$ cat config.mk
export PLATFORM = sky130hd
export DESIGN_NAME = serial_to_parallel_converter
export DESIGN_NICKNAME = d
export VERILOG_FILES = /design/src/rtl/serial_to_parallel_converter.sv
export SDC_FILE = /design/constraint.sdc
export NUM_CORES = 1
export LEC_CHECK = 0
export BUFFER_PORTS_ARGS = -buffer_cell sky130_fd_sc_hd__buf_4
export CORE_AREA = 5 5 42 44
export CTS_CLUSTER_SIZE = 24
export DETAILED_ROUTE_END_ITERATION = 7
export DIE_AREA = 0 0 47 49
export GPL_ROUTABILITY_DRIVEN = 0
export GPL_TIMING_DRIVEN = 1
export PLACE_DENSITY_LB_ADDON = 0.12
export SETUP_SLACK_MARGIN = 0.2
export SLEW_MARGIN = 20
export SYNTH_ARGS = -nofsm -noshare
export SYNTH_HDL_FRONTEND = slang
export SYNTH_SLANG_ARGS = --single-unit
$ cat constraint.sdc
create_clock -name clk -period 1.4 [get_ports clk]
set_input_delay 0.21 -clock clk [delete_from_list [all_inputs] [get_ports clk]]
set_output_delay 0.21 -clock clk [all_outputs]
set_load 0.02 [all_outputs]
$ cat src/rtl/serial_to_parallel_converter.sv
// -----------------------------------------------------------------------------
// serial_to_parallel_converter
//   Assembles WIDTH serial bits (LSB first) into a parallel word and holds it
//   in an output register with a valid/ready handshake. A word that completes
//   while the holding register is full and not being drained is dropped and
//   raises a sticky overflow flag.
//
// Ports
//   clk         rising-edge clock
//   reset       asynchronous active-low reset
//   serial_i    serial data bit, LSB of each word first
//   valid_i     serial_i is valid this cycle
//   ready_i     downstream accepts parallel_o this cycle
//   clr_ovf_i   synchronous clear of overflow_o (a coincident drop wins)
//   parallel_o  assembled word holding register
//   valid_o     parallel_o holds an unconsumed word
//   busy_o      partial word in progress (bit counter nonzero)
//   overflow_o  sticky flag: a completed word was dropped
// -----------------------------------------------------------------------------
module serial_to_parallel_converter #(
    parameter int unsigned WIDTH = 4
) (
    input  logic             clk,
    input  logic             reset,
    input  logic             serial_i,
    input  logic             valid_i,
    input  logic             ready_i,
    input  logic             clr_ovf_i,
    output logic [WIDTH-1:0] parallel_o,
    output logic             valid_o,
    output logic             busy_o,
    output logic             overflow_o
);

    localparam int unsigned CNT_W = $clog2(WIDTH);
    localparam logic [CNT_W-1:0] LAST = CNT_W'(WIDTH - 1);

    logic [CNT_W-1:0] cnt_q,   cnt_d;
    logic [WIDTH-1:0] shift_q, shift_d;
    logic [WIDTH-1:0] par_d;
    logic             vld_d;
    logic             ovf_d;
    logic [WIDTH-1:0] shift_nx;
    logic             complete;
    logic             drop;

    // Next-state logic for the assembler and the holding register.
    always_comb begin
        cnt_d    = cnt_q;
        shift_d  = shift_q;
        par_d    = parallel_o;
        vld_d    = valid_o;
        ovf_d    = overflow_o;
        shift_nx = {serial_i, shift_q[WIDTH-1:1]};
        complete = valid_i && (cnt_q == LAST);
        // Holding register full and not drained on this edge: the word is lost.
        drop     = complete && valid_o && !ready_i;

        if (valid_i) begin
            shift_d = shift_nx;
            cnt_d   = complete ? '0 : cnt_q + CNT_W'(1);
        end

        // A completing word takes priority over a plain transfer (no bubble).
        if (complete && !drop) begin
            par_d = shift_nx;
            vld_d = 1'b1;
        end else if (valid_o && ready_i) begin
            vld_d = 1'b0;
        end

        if (drop) begin
            ovf_d = 1'b1;
        end else if (clr_ovf_i) begin
            ovf_d = 1'b0;
        end
    end

    // State registers.
    always_ff @(posedge clk or negedge reset) begin
        if (!reset) begin
            cnt_q      <= '0;
            shift_q    <= '0;
            parallel_o <= '0;
            valid_o    <= 1'b0;
            overflow_o <= 1'b0;
        end else begin
            cnt_q      <= cnt_d;
            shift_q    <= shift_d;
            parallel_o <= par_d;
            valid_o    <= vld_d;
            overflow_o <= ovf_d;
        end
    end

    assign busy_o = (cnt_q != '0);

endmodule

==> parameters.txt <==
Parameter                              Value

Layout
  Ratio of cells with drive above 1 in the final layout    0.585
  Area used by multi-input combinational logic    206 µm²
  Post-layout nets    62
  Most frequent standard cell in the layout excluding fill and tap cells    buf_4
  Post-route standard cell area excluding fillers    around 660 µm²
  Ant diodes    0
  Fill cells    about 130
  Storage element area    between 200 and 300 µm²
  Layout overhead on the synthesized area    42.6%
  Most frequent cells in the layout    buf_4, dfrtp_1, mux2_4
  Non-filler cells, final    69

Worst setup path
  Startpoint-to-endpoint class of the critical path    reg -> out
  Buffers plus inverters on the worst setup path    3
  CP max-delay cell    dfrtp_1
  Delay-heaviest family, CP    flip-flops
  Sort of element at the start of the critical path    register
  Cell Chain, Critical Path    inv_2 -> ha_4 -> inv_2 -> buf_6
  Arrival @ worst endpoint    roughly 1.1 ns
  Type of element capturing the critical path    primary output
  Biggest cell delay along the critical path    between 0.4 and 0.5 ns
  Most prevalent standard cell on the critical path    inv_2
  Highest net fanout along the worst path    3
  Required time worst endpoint    1.19 ns

CTS
  Clk Latency, worst-skew pair    between 0.2 and 0.3 ns
  CTS H-tree depth    1
  Root cell of the clock tree    clkbuf_4
  CTS sink cnt    11
  TritonCTS clock tree    done
  CTS clk-pin slew, worst paths    approximately 0.070 ns
  Inserted Clock Buffers    3
  Max Root-Sink Buffers    2

Global route
  Met3 track demand over resource in global routing    0.0258
  Grt met1 use    0.100
  Pin count of the biggest net entering global routing    12
  Global-route track usage on met2    0.111
  Wire length of the first global-routing pass    1320 µm
  Aggregate global routing overflow    0
  Initial antenna violation count    0
  Layer with the highest usage after global routing    met2
  Global-route total usage across every layer    0.0862
  Vias in the first global route    between 300 and 400

Yosys
  Proportion of synthesized chip area in sequential cells    0.593
  Register bit count reported by yosys    11
  Synthesized Nets    between 40 and 50
  YS warnings    0
  Mean instance size in the synthesized netlist    approximately 13 µm²
  Post-synthesis instance total    35
  Synth unique cells    12
  Netlist Area Pre-Place    464 µm²

STA
  Max transition margin    0.880
  Setup tns final    0 ns
  Achievable clock frequency    between 0.7 and 0.8 GHz
  Crit path time final    around 1.3 ns
  Setup violations, final    0
  Number of hold violations in the final report    0
  RSZ-0062 raised after global routing    yes
  Actual transition at the worst max-transition pin    about 0.18 ns
  Final setup skew    between 0.003 and 0.004 ns
  Final Max Tran Viols    0
  Final period util    0.903
  Worst setup margin    about 0.14 ns

Die
  Floorplan die width    ~47 µm
  Row cnt    14
  Boundary pin count    13
  Vertical extent of the die    49 µm
  Placeable core area    between 1000 and 1500 µm²
  Die Footprint    roughly 2300 µm²
  Effective utilization at floorplan    0.331

Drt
  Post-DR wirelength/cell    12.5 µm
  Vias/cell    about 4.5
  Number of nets still failing antenna checks after routing    0
  Vias after detailed routing    about 310
  Remaining DRCs    0
  DR pass1 iterations    1
  DRC violation total after the first TritonRoute iteration    0
  Post-detailed-routing wire length    863 µm

Place
  Placed cell count    62
  Placed Instance Area    569 µm²
  Worst slack at placement    approximately 0.13 ns
  Detailed placement HPWL    about 630 µm
  Input/output buffers    12

Power and ir drop
  Total power density per cell area    roughly 2000 nW/µm²
  Total chip power    roughly 1300 µW
  Leakage power    0.000326 µW
  Worst ir drop on vdd    ~1000 µV

Min path
  Kind of path behind the tightest hold check    in -> reg

Status
  Status    finished, final reports clean

Run
  Max-cap violations    0
state kept, by name, summed over array words and instances (netlist names):
register	count
parallel_o	4
cnt_q	2
shift_q	3
valid_o	1
overflow_o	1
final cells by class:
cell class	instances	share of cell area
well taps	16	0.0302
clock buffers	4	0.0397
repair buffers	15	0.180
flip-flops and latches	11	0.416
inverters	4	0.0227
multi-input cells	19	0.312
cell usage after synthesis (all sizes together):
cell type,n,area (µm²)
buf,1,7.51
dfrtp,11,275
ha,2,25.0
inv,4,15.0
mux2,7,78.8
nand2,4,22.5
nand2b,1,6.26
nor2,1,3.75
nor2b,1,13.8
o21ai,2,10.0
o22ai,1,6.26
worst paths after layout:
path                             from            end  slack (ns)  depth (start not counted)
max                          cnt_q[0]         busy_o        0.14                          4
min                         clr_ovf_i     overflow_o        0.13                          2
max reg2reg                  cnt_q[0]  parallel_o[2]        0.14                          4
min reg2reg                shift_q[1]     shift_q[1]        0.51                          1
max in group asynchronous       reset  parallel_o[2]        0.96                          2
min in group asynchronous       reset     shift_q[2]        0.30                          2
worst reg2reg max path, stage by stage, from the launching register on:
cell,delay (ns)
dfrtp_1,0.41
ha_4,0.17
nand2_4,0.05
nor2b_4,0.19
mux2_4,0.32
kinds of logic after synthesis:
group,Yosys count,synth area share
compound gates,3,0.0350
buf+inv,5,0.0485
mux,7,0.170
flops,11,0.593
fa+ha+maj,2,0.0539
simple gates,7,0.0997
repair_timing:
action,in CTS,in global routing
pin swaps,2,0
hold endpoints to repair,11,0
endpoints found under the setup margin,5,5
resized for setup,11,0
hold buffers,1,0
buffers inserted,1,1
per-layer routing:
metal  part of all wire  up-vias
met1               0.38      146
met3              0.095        5
met2               0.48       11
li1                   -      149
met4              0.049        0
met5                  0        -
power breakdown:
group / total, µW / internal, µW / switching, µW
clock: 215 / 111 / 104
combinational: 594 / 323 / 271
sequential: 506 / 426 / 79.7
metrics by stage:
stage	utilization	hold WS [ns]
detailed placement	0.406	0.0496
CTS	0.467	0.128
global placement	0.406	0.0456
finish	0.472	0.129
floorplan	-	-0.0856
global route	0.472	0.125
Note: power is estimated with default switching activity, not from simulation.
